==> src/rtl/capture_sequencer.sv <==
// Multi-pulse lidar capture sequencer: keeps Fifo_TC at constant depth while armed,
// streams Sample_Num words per trigger into the accumulation buffer for Pulse_Num pulses.
module capture_sequencer #(
    parameter int RD_LATENCY = 1,
    parameter int CNT_W      = 16
) (
    input  logic             clk,
    input  logic             rst_n,
    input  logic             Capture_En,
    input  logic             Trigger_Ready,
    input  logic             trigger_start,
    input  logic [CNT_W-1:0] Sample_Num,
    input  logic [CNT_W-1:0] Pulse_Num,
    output logic             Fifo_TC_Rd_En,
    output logic             Sample_Wr_En,
    output logic [CNT_W-1:0] Sample_Addr,
    output logic             First_Pulse,
    output logic [CNT_W-1:0] Pulse_Index,
    output logic [7:0]       Missed_Trig,
    output logic             Capture_Busy,
    output logic             Capture_Done
);

    typedef enum logic [1:0] {
        IDLE    = 2'd0,
        ARMED   = 2'd1,
        CAPTURE = 2'd2,
        DONE    = 2'd3
    } state_t;

    localparam logic [CNT_W-1:0] ONE = {{(CNT_W-1){1'b0}}, 1'b1};

    state_t           state;
    state_t           state_next;

    logic [CNT_W-1:0] sample_num_q;
    logic [CNT_W-1:0] pulse_num_q;
    logic [CNT_W-1:0] sample_cnt;
    logic [CNT_W-1:0] pulse_cnt;
    logic [7:0]       missed_q;

    logic             last_sample;
    logic             last_pulse;
    logic             latch_cfg;
    logic             start_pulse;
    logic             next_pulse;
    logic             strobe;
    logic             rd_en;
    logic             count_missed;

    // Write-side delay line matching the Fifo_TC read-to-data latency.
    logic [RD_LATENCY-1:0] wr_pipe;
    logic [RD_LATENCY-1:0] first_pipe;
    logic [CNT_W-1:0]      addr_pipe [RD_LATENCY];
    logic [CNT_W-1:0]      pidx_pipe [RD_LATENCY];

    assign last_sample = (sample_cnt == (sample_num_q - ONE));
    assign last_pulse  = (pulse_cnt == (pulse_num_q - ONE));

    // Triggers that cannot start a pulse while enabled are counted as missed.
    assign count_missed = trigger_start && Capture_En &&
                          ((state == CAPTURE) || (state == DONE));

    always_ff @(posedge clk or negedge rst_n) begin
        if (!rst_n) begin
            state <= IDLE;
        end else begin
            state <= state_next;
        end
    end

    always_comb begin
        state_next  = state;
        rd_en       = 1'b0;
        strobe      = 1'b0;
        latch_cfg   = 1'b0;
        start_pulse = 1'b0;
        next_pulse  = 1'b0;
        case (state)
            IDLE: begin
                if (Capture_En) begin
                    state_next = ARMED;
                    latch_cfg  = 1'b1;
                end
            end
            ARMED: begin
                rd_en = Trigger_Ready;
                if (!Capture_En) begin
                    state_next = IDLE;
                end else if (trigger_start) begin
                    state_next  = CAPTURE;
                    start_pulse = 1'b1;
                end
            end
            CAPTURE: begin
                rd_en = 1'b1;
                if (!Capture_En) begin
                    state_next = IDLE;
                end else begin
                    strobe = 1'b1;
                    if (last_sample) begin
                        if (last_pulse) begin
                            state_next = DONE;
                        end else begin
                            state_next = ARMED;
                            next_pulse = 1'b1;
                        end
                    end
                end
            end
            DONE: begin
                if (!Capture_En) begin
                    state_next = IDLE;
                end
            end
            default: begin
                state_next = IDLE;
            end
        endcase
    end

    // Configuration is frozen for the whole accumulation; zero means one.
    always_ff @(posedge clk or negedge rst_n) begin
        if (!rst_n) begin
            sample_num_q <= ONE;
            pulse_num_q  <= ONE;
            sample_cnt   <= '0;
            pulse_cnt    <= '0;
        end else begin
            if (latch_cfg) begin
                sample_num_q <= (Sample_Num == '0) ? ONE : Sample_Num;
                pulse_num_q  <= (Pulse_Num == '0) ? ONE : Pulse_Num;
                pulse_cnt    <= '0;
            end else if (next_pulse) begin
                pulse_cnt <= pulse_cnt + ONE;
            end
            if (start_pulse) begin
                sample_cnt <= '0;
            end else if (strobe && !last_sample) begin
                sample_cnt <= sample_cnt + ONE;
            end
        end
    end

    always_ff @(posedge clk or negedge rst_n) begin
        if (!rst_n) begin
            missed_q <= '0;
        end else if (latch_cfg) begin
            missed_q <= '0;
        end else if (count_missed && (missed_q != 8'hFF)) begin
            missed_q <= missed_q + 8'd1;
        end
    end

    // Dropping Capture_En flushes every pending write so nothing lands after an abort.
    always_ff @(posedge clk or negedge rst_n) begin
        if (!rst_n) begin
            wr_pipe    <= '0;
            first_pipe <= '0;
            for (int i = 0; i < RD_LATENCY; i++) begin
                addr_pipe[i] <= '0;
                pidx_pipe[i] <= '0;
            end
        end else if (!Capture_En) begin
            wr_pipe    <= '0;
            first_pipe <= '0;
            for (int i = 0; i < RD_LATENCY; i++) begin
                addr_pipe[i] <= '0;
                pidx_pipe[i] <= '0;
            end
        end else begin
            wr_pipe[0]    <= strobe;
            first_pipe[0] <= strobe && (pulse_cnt == '0);
            addr_pipe[0]  <= strobe ? sample_cnt : '0;
            pidx_pipe[0]  <= strobe ? pulse_cnt : '0;
            for (int i = 1; i < RD_LATENCY; i++) begin
                wr_pipe[i]    <= wr_pipe[i-1];
                first_pipe[i] <= first_pipe[i-1];
                addr_pipe[i]  <= addr_pipe[i-1];
                pidx_pipe[i]  <= pidx_pipe[i-1];
            end
        end
    end

    assign Fifo_TC_Rd_En = rd_en;
    assign Sample_Wr_En  = wr_pipe[RD_LATENCY-1];
    assign First_Pulse   = first_pipe[RD_LATENCY-1];
    assign Sample_Addr   = addr_pipe[RD_LATENCY-1];
    assign Pulse_Index   = pidx_pipe[RD_LATENCY-1];
    assign Missed_Trig   = missed_q;
    assign Capture_Busy  = (state == ARMED) || (state == CAPTURE);
    assign Capture_Done  = (state == DONE) && (wr_pipe == '0);

endmodule
==> config.mk <==
export PLATFORM = sky130hd
export DESIGN_NAME = capture_sequencer
export DESIGN_NICKNAME = d
export VERILOG_FILES = /design/src/rtl/capture_sequencer.sv
export SDC_FILE = /design/constraint.sdc
export NUM_CORES = 1
export LEC_CHECK = 0
export CAP_MARGIN = 5
export CORE_MARGIN = 4
export CORE_UTILIZATION = 35
export CTS_BUF_LIST = sky130_fd_sc_hd__clkbuf_4
export DETAILED_ROUTE_END_ITERATION = 8
export SLEW_MARGIN = 10
export SYNTH_ARGS = -nofsm -noshare
export SYNTH_HDL_FRONTEND = slang
export SYNTH_SLANG_ARGS = --single-unit
==> constraint.sdc <==
create_clock -name clk -period 3 [get_ports clk]
set_clock_uncertainty 0.1 [all_clocks]
set_input_delay 0.9 -clock clk [delete_from_list [all_inputs] [get_ports clk]]
set_output_delay 0.9 -clock clk [all_outputs]
set_load 0.05 [all_outputs]
==> impl_metrics.env <==
export IMPL_worst_setup_path_start_kind="flip-flop"
export IMPL_clock_tree_htree_level_count=3
export IMPL_max_stage_delay_ns=0.45
export IMPL_crit_path_max_fanout=6
export IMPL_io_pins=82
export IMPL_worstSetupStartpoint="sample_num_q[1]"
export IMPL_crit_arrival_ns=3.40
export IMPL_grt_ovfl_total=0
export IMPL_first_global_vias=4874
export IMPL_via_count=5037
export IMPL_multiInputGateArea_um2=3033
export IMPL_ys_async_sr_fraction_pct=100.0
export IMPL_fin_hold_ws_ns=0.2651
export IMPL_drv_max_cap_violation_count=0
export IMPL_synthesis_instances=640
export IMPL_ys_ff_latch=108
export IMPL_run_status="finished, violations left"
export IMPL_cts_buffers_inserted=9
export IMPL_post_dp_hpwl_mm=11.17
export IMPL_power_uw=5269
export IMPL_power_density_nw_per_um2=693.7
export IMPL_fmaxAchievable_mhz=324.3
export IMPL_cts_root_buf="sky130_fd_sc_hd__clkbuf_4"
export IMPL_failed_checks="negative setup slack"
export IMPL_layout_nets=805
export IMPL_fp_row_count=46
export IMPL_netlist_top_cell_by_area="sky130_fd_sc_hd__dfrtp_1"
export IMPL_route_detailed_drc=0
export IMPL_vdd_drop_max_mv=0.3416
export IMPL_initialDrtViolationCount=400
export IMPL_cell_internal_pwr_uw=3154
export IMPL_grt_setup_unrepaired="true"
export IMPL_grt_first_pass_wirelength_mm=24.61
export IMPL_synth_top_cell_area_share_pct=45.57
export IMPL_die_area_um2=18760
export IMPL_critical_path_buf_inv_count=3
export IMPL_fill_cells=1537
export IMPL_path_cells="nor4_2, buf_4, nand3_2, or3_1, a2111oi_2, nor4b_4, buf_6, nand3b_4, buf_4, or3_1, a21oi_1"
export IMPL_power_sequential_fraction_pct=37.4
export IMPL_numPlacedInstances=951
export IMPL_wl_per_cell_um=15.38
export IMPL_postRouteAntennaNets=0
export IMPL_slew_headroom_pct=65.59
export IMPL_floorplan_die_height_um=137.0
export IMPL_pwr_share_comb_pct=46.7
export IMPL_timing_critical_path_required_ns=3.31
export IMPL_netlist_area_um2=5821
export IMPL_clock_pin_slew_reported_for_the_worst_setup_and_hold_paths_after_clock_tree_synthesis_ns=0.17
export IMPL_worst_slew_pin_slew_ns=0.5161
export IMPL_detail_route_first_pass_iterations=4
export IMPL_yosysSeqAreaShare_pct=46.47
export IMPL_synth_edf_count=0
export IMPL_synth_area_leaders="sky130_fd_sc_hd__dfrtp_1 (46%), sky130_fd_sc_hd__nand2_1 (7.2%), sky130_fd_sc_hd__xnor2_1 (5.4%), sky130_fd_sc_hd__and3_1 (4.3%), sky130_fd_sc_hd__xor2_1 (3.2%)"
export IMPL_crit_slowest_cell="sky130_fd_sc_hd__dfrtp_1"
export IMPL_worstSetupPathType="flip-flop to flip-flop"
export IMPL_die_w_um=137.0
export IMPL_number_of_antenna_violations_at_the_first_check_in_global_routing=1
export IMPL_p_leak_uw=0.003529
export IMPL_routed_via_density=5.156
export IMPL_synth_area_per_cell_um2=9.095
export IMPL_hold_viol_final=0
export IMPL_pin_count_of_the_biggest_net_entering_global_routing=39
export IMPL_initial_utilization_pct=36.12
export IMPL_buffer_ports_inserted=81
export IMPL_endpoints_failing_setup=9
export IMPL_post_route_worst_setup_slack_ns=-0.08352
export IMPL_final_period_minus_worst_setup_slack_ns=3.084
export IMPL_ctsLongestPathBuffers=2
export IMPL_worst_path_dominant_cell_family="simple AND/OR/NAND/NOR gates"
export IMPL_sort_of_element_at_the_end_of_the_critical_path="flip-flop"
export IMPL_cts_tree="yes"
export IMPL_sw_frac_of_total_pct=40.14
export IMPL_synth_cell_type_count=56
export IMPL_period_share_pct=102.8
export IMPL_grt_usage_pct=16.44
export IMPL_timing_final_max_slew_violations=0
export IMPL_synthToLayoutAreaGrowth_pct=30.50
export IMPL_drive_gt1_share_pct=15.13
export IMPL_prevailing_post_synth_register_cell="sky130_fd_sc_hd__dfrtp_1"
export IMPL_setup_slack_at_placement_ns=-0.1272
export IMPL_holdCritPathClass="input port to async pin"
export IMPL_rr_startpoint="sample_num_q[1]"
export IMPL_worstSkewPairLatency_ns=0.48
export IMPL_synth_nets=688
export IMPL_area_sequential_um2=2705
export IMPL_cts_sink_count=108
export IMPL_p_clk_share_pct=15.8
export IMPL_final_cells=977
export IMPL_placeableCoreArea_um2=16120
export IMPL_total_wirelength_mm=15.03
export IMPL_finalSetupTns_ns=-0.5012
export IMPL_finalWeightedCongestion=0.8744
export IMPL_synthesis_yosys_warnings=0
export IMPL_power_switching_uw=2115
[flip-flops by register name, indices dropped and copies added (netlist names)]
register / count
First_Pulse: 1
Missed_Trig: 8
Pulse_Index: 16
Sample_Addr: 16
Sample_Wr_En: 1
pulse_cnt: 16
pulse_num_q: 16
sample_cnt: 16
sample_num_q: 16
state: 2
[cells by family after synthesis]
group           after synthesis  synth area share (%)
buf+inv                      60                 3.912
xor+xnor                     57                 8.577
compound gates               82                 9.330
simple gates                315                 28.14
flops                       108                 46.47
fa+ha+maj                    11                 2.365
mux                           7                 1.204
[cell usage in the layout, fill, tap and decap left out, types with 3 or more instances in the layout]
cell,Yosys,layout
sky130_fd_sc_hd__buf_6,0,3
sky130_fd_sc_hd__ha_1,11,9
sky130_fd_sc_hd__nand2b_1,5,5
sky130_fd_sc_hd__nor2b_1,7,7
sky130_fd_sc_hd__o21ai_0,20,18
sky130_fd_sc_hd__clkbuf_4,0,9
sky130_fd_sc_hd__or4_1,10,10
sky130_fd_sc_hd__xor2_1,21,21
sky130_fd_sc_hd__a31oi_1,6,6
sky130_fd_sc_hd__clkdlybuf4s50_1,0,77
sky130_fd_sc_hd__a21oi_1,24,22
sky130_fd_sc_hd__nand4_1,9,9
sky130_fd_sc_hd__nor4_1,21,19
sky130_fd_sc_hd__inv_2,0,3
sky130_fd_sc_hd__o31ai_1,5,5
sky130_fd_sc_hd__a311oi_1,3,3
sky130_fd_sc_hd__xnor2_1,36,35
sky130_fd_sc_hd__buf_4,0,62
sky130_fd_sc_hd__inv_1,17,14
sky130_fd_sc_hd__nor2_1,43,42
sky130_fd_sc_hd__nor3_1,14,13
sky130_fd_sc_hd__dfrtp_1,106,106
sky130_fd_sc_hd__buf_12,0,4
sky130_fd_sc_hd__mux2i_1,7,7
sky130_fd_sc_hd__nand2_1,112,112
sky130_fd_sc_hd__nand3_1,18,18
sky130_fd_sc_hd__and3_1,40,40
sky130_fd_sc_hd__a41o_1,5,5
sky130_fd_sc_hd__or3_1,12,12
[power by group through the flow]
stage,Combinational [µW],Clock [µW],Sequential (µW)
2_1_floorplan,1470,0,1980
3_3_place_gp,2310,0,1970
3_5_place_dp,2360,0,1990
4_1_cts,2370,868,1960
5_1_grt,2730,913,2020
6_report,2460,835,1970
[final timing paths]
kind | to | slack (ns) | cells after the start
min reg2reg | pulse_num_q[0] | 0.42 | 2
min | pulse_num_q[6] | 0.27 | 1
max reg2reg | pulse_cnt[8] | -0.08 | 11
min in group clk | pulse_num_q[0] | 0.42 | 2
max in group asynchronous | pulse_cnt[3] | 1.90 | 2
max | pulse_cnt[8] | -0.08 | 11
[layout make-up]
class,count,area share (%)
multi-input cells,473,39.93
flip-flops and latches,108,35.61
repair buffers,148,18.00
well taps,216,3.558
clock inverters,5,1.137
clock buffers,9,0.8895
inverters,17,0.8401
diodes,1,0.03294
[metal layers]
layer  up-vias  share of wire [%]  global-route usage (%)
met4         0                1.8                   5.211
met2       144                 44                   24.85
li1       2475                  -                       -
met5         -                  0                       0
met3        17                6.0                   2.316
met1      2401                 48                   24.33
[cells in the mapped netlist (all sizes together), types with 9 or more instances]
cell,instances
nand2,112
dfrtp,106
nor2,43
and3,40
clkbuf,36
xnor2,36
a21oi,24
nor4,22
xor2,21
o21ai,20
nand3,19
inv,17
nor3,15
or3,12
ha,11
or4,10
nand4,9
[per-stage QoR]
step / utilization [%] / instance area (µm²)
floorplan: - / 5869
global route: 47.14 / 7596
finish: 47.14 / 7596
global placement: 44.91 / 7238
CTS: 46.16 / 7440
detailed placement: 44.91 / 7238
[what timing repair did]
item                       CTS  global route
pin swaps                    3            11
hold buffers                 0             0
setup buffers                5             4
cloned                       0             2
gates resized for setup      2            26
setup endpoints to repair   25            26
No activity file was read; power rests on OpenSTA's default activity.
==> RTL edit 1 (same settings) <==
Change the parameter `RD_LATENCY` from 1 to 2.
--- a/src/rtl/capture_sequencer.sv
+++ b/src/rtl/capture_sequencer.sv
@@ -1,7 +1,7 @@
 // Multi-pulse lidar capture sequencer: keeps Fifo_TC at constant depth while armed,
 // streams Sample_Num words per trigger into the accumulation buffer for Pulse_Num pulses.
 module capture_sequencer #(
-    parameter int RD_LATENCY = 1,
+    parameter int RD_LATENCY = 2,
     parameter int CNT_W      = 16
 ) (
     input  logic             clk,
Behaviour: not the same (Yosys sat finds a counterexample within 4 cycles, from zero or initial values and one cycle with rst_n low).
==> RTL edit 1 against the original RTL <==
Sequential cell count rose by 34; synthesized area grew 24%; wire length is 7.7% higher; final area up 16%; fmax rose by 3.3%; worst setup slack gained 97 ps; sequential power grew 25%; combinational power decreased by 4%; power is 13% higher; largest cell class is now flip-flops and latches; highest routed layer unchanged.
==> RTL edit 1: results <==
outcome:
  status: "completed"
power_and_ir_drop:
  p_leak_nw: 3.99
  ir_drop_uv: 288
synth:
  synthAdderAreaFrac_pct: 1.90
  synthMuxAreaShare_pct: 1.30
  synth_nets: 790
  synthTopCellsByArea: "dfrtp_1 (48%), nand2_1 (5.5%), xnor2_1 (4.8%)"
  synth.distinct_cells: 70
worst_setup_path:
  arrival_ps: 3380
  slowest_delay_ps: 580
  r2r_slack_ps: 10
  r2r-start: "pulse_num_q[0]"
  cp_slowest_cell: "dfstp_2"
  reg2regPathDepth: 12
  crit_path_max_fanout: 5
  r2r-end: "pulse_cnt[14]"
placement:
  dp_slack_ps: -48.8
  dp_hpwl_mm: 11.4
  place_congestion: 0.843
clocking:
  cts_buffers: 17
  cts_setup_buffers: 0
  cts_resized: 3
  worstSkewPairLatency_ps: 560
  htree_num_levels: 4
route:
  wl_met2_mm: 6.86
  m1WireLength_mm: 8.30
  dr.first_iter.drc_count: 376
  vias_per_cell: 4.87
  wire_per_inst_um: 14.6
  drt-pass1-iter-count: 5
global_route:
  first_global_vias: 5176
  grt_usage_pct: 14.5
timing:
  hold_slack_ps: 136
  worstMarginPinSlew_ps: 551
finish:
  drive_gt1_share_pct: 17.1
[RTL edit 1: worst max-delay path by stage]
| stage | start | end | slack [ps] | cells past startpoint |
|---|---|---|---|---|
| after floorplan | sample_num_q[0] | sample_cnt[14] | -20 | 14 |
| after global placement | pulse_num_q[1] | pulse_cnt[2] | 50 | 11 |
| after detailed placement | pulse_num_q[0] | pulse_cnt[2] | -50 | 11 |
| after CTS | sample_num_q[1] | pulse_cnt[7] | 4 | 10 |
| after global routing | sample_num_q[2] | pulse_cnt[14] | -90 | 9 |
| final | pulse_num_q[0] | pulse_cnt[14] | 10 | 12 |
[RTL edit 1: power breakdown]
group	internal, mW	switching (mW)	total, mW
Clock	0.402	0.718	1.12
Sequential	2.17	0.308	2.47
Combinational	1.05	1.30	2.35
Total	3.62	2.33	5.95
[RTL edit 1: per-layer routing]
layer	vias to the layer above	track usage [%]
li1	2691	-
met1	2566	22.4
met2	136	20.5
met3	13	2.50
met4	0	5.03
met5	-	0
[RTL edit 1: through the flow]
step / util [%] / std cells
after floorplan: - / 742
after global placement: 40.9 / 1063
after detailed placement: 40.9 / 1063
after CTS: 42.2 / 1095
after global routing: 43.4 / 1109
final: 43.4 / 1109
[RTL edit 1: cell type report]
cell class              count  area (um2)
diodes                      1        2.50
clock buffers              17         128
clock inverters            15         116
fillers                  2013       11500
inverters                  15        56.3
multi-input cells         511        3330
flip-flops and latches    142        3560
well taps                 270         338
repair buffers            138        1280
[RTL edit 1: kinds of logic (layout without fill, tap and decap cells)]
kind of cell    count (synthesis)  count (layout)
compound gates                 82              82
xor+xnor                       58              58
fa+ha+maj                      11              11
buf+inv                        89             185
flops                         142             142
mux                             9               9
other cells                     0               1
simple gates                  351             351
==> RTL edit 2 (config.mk and constraints unchanged) <==
Without the edit above. Encoding of `state_t`: now one-hot (4 bits for 4 states).
--- a/src/rtl/capture_sequencer.sv
+++ b/src/rtl/capture_sequencer.sv
@@ -21,11 +21,11 @@
     output logic             Capture_Done
 );
 
-    typedef enum logic [1:0] {
-        IDLE    = 2'd0,
-        ARMED   = 2'd1,
-        CAPTURE = 2'd2,
-        DONE    = 2'd3
+    typedef enum logic [3:0] {
+        IDLE    = 4'b0001,
+        ARMED   = 4'b0010,
+        CAPTURE = 4'b0100,
+        DONE    = 4'b1000
     } state_t;
 
     localparam logic [CNT_W-1:0] ONE = {{(CNT_W-1){1'b0}}, 1'b1};
Check against the original RTL: no difference found for any inputs over 10 cycles, from zero or initial values and one cycle with rst_n low; not proved beyond that.
==> RTL edit 2 against the original RTL <==
The run still ends with negative setup slack left; worst setup slack improved by 43 ps; sequential cell count rose by 2; power fell by 4.0%; wire length rose by 8.9%; utilization fell by 0.13 points; final area rose by 2.6%; final cell count rose by 2.7%; clock power fell by 8.3%; synthesized area rose by 1.5%; first-iteration DRC count fell by 1.0%; critical path type unchanged; largest power group unchanged.
==> RTL edit 2: results <==
power_and_ir_drop:
  p_leak_nw: 3.56
  pg_comb_mw: 2.26
  pwr-share-clk_pct: 15.1
  power_frac_seq_pct: 40.3
timing:
  hold_slack_ps: 240
  fin_ws_ps: -40.6
  tns_ps: -149
  setup_viol: 6
placement:
  dpl-instance-area_mm2: 0.00741
  place_congestion: 0.878
  dp_slack_ps: -229
  dp_cells: 978
  dp_hpwl_mm: 12.0
synth:
  syn-mean-instance-area_um2: 9.15
  synth_nets: 689
  synthTopCellsByArea: "dfrtp_1 (45%), nand2_1 (8.1%), and3_1 (4.0%)"
  synth_top_cells_by_count: "nand2_1 (128), dfrtp_1 (107), nor2_1 (39)"
  ys_seq_area_share_pct: 46.6
worst_setup_path:
  slowest_delay_ps: 500
  arrival_ps: 3390
  crit_path_max_fanout: 7
  endpoint: "sample_cnt[5]"
clocking:
  worstSkewPairLatency_ps: 500
route:
  m1WireLength_mm: 7.78
  vias: 5281
  drt-pass1-iter-count: 5
  drt_wl_total_mm: 16.4
  dr.first_iter.drc_count: 396
  vias_per_cell: 5.27
outcome:
  violations: "negative setup slack"
  status: "finished, violations left"
global_route:
  grt_max_degree: 56
  met2_usage_pct: 27.3
  grt_pass1_wl_mm: 26.5
  grt_usage_pct: 17.6
finish:
  fillerInstances: 1603
  final-seq-area_mm2: 0.00276
  drive_gt1_share_pct: 18.4
  nNetsFinal: 820
## RTL edit 2: cell families after synthesis
| group | Yosys count | share of synthesized area, % |
|---|---|---|
| AOI/OAI and AO/OA | 82 | 9.19 |
| xor gates and xnor gates | 49 | 7.62 |
| adders and majority gates | 6 | 1.27 |
| buffers and inverters | 49 | 3.32 |
| DFF | 110 | 46.6 |
| muxes | 12 | 2.10 |
| and+or+nand+nor | 338 | 29.9 |
## RTL edit 2: area by class of cell
cell class / instances / share of cell area [%]
multi-input combinational: 487 / 40.4
sequential: 110 / 35.4
timing repair buffer: 155 / 18.2
tap: 220 / 3.53
clock inverter: 7 / 0.915
clock buffer: 9 / 0.867
inverter: 14 / 0.674
antenna: 1 / 0.0321
## RTL edit 2: repair_timing
| action | CTS | global route |
|---|---|---|
| endpoints found under the setup margin | 20 | 26 |
| resized for setup | 13 | 27 |
| hold buffers | 0 | 0 |
| pin swaps | 11 | 15 |
| setup buffers | 3 | 4 |
| gates cloned | 0 | 1 |
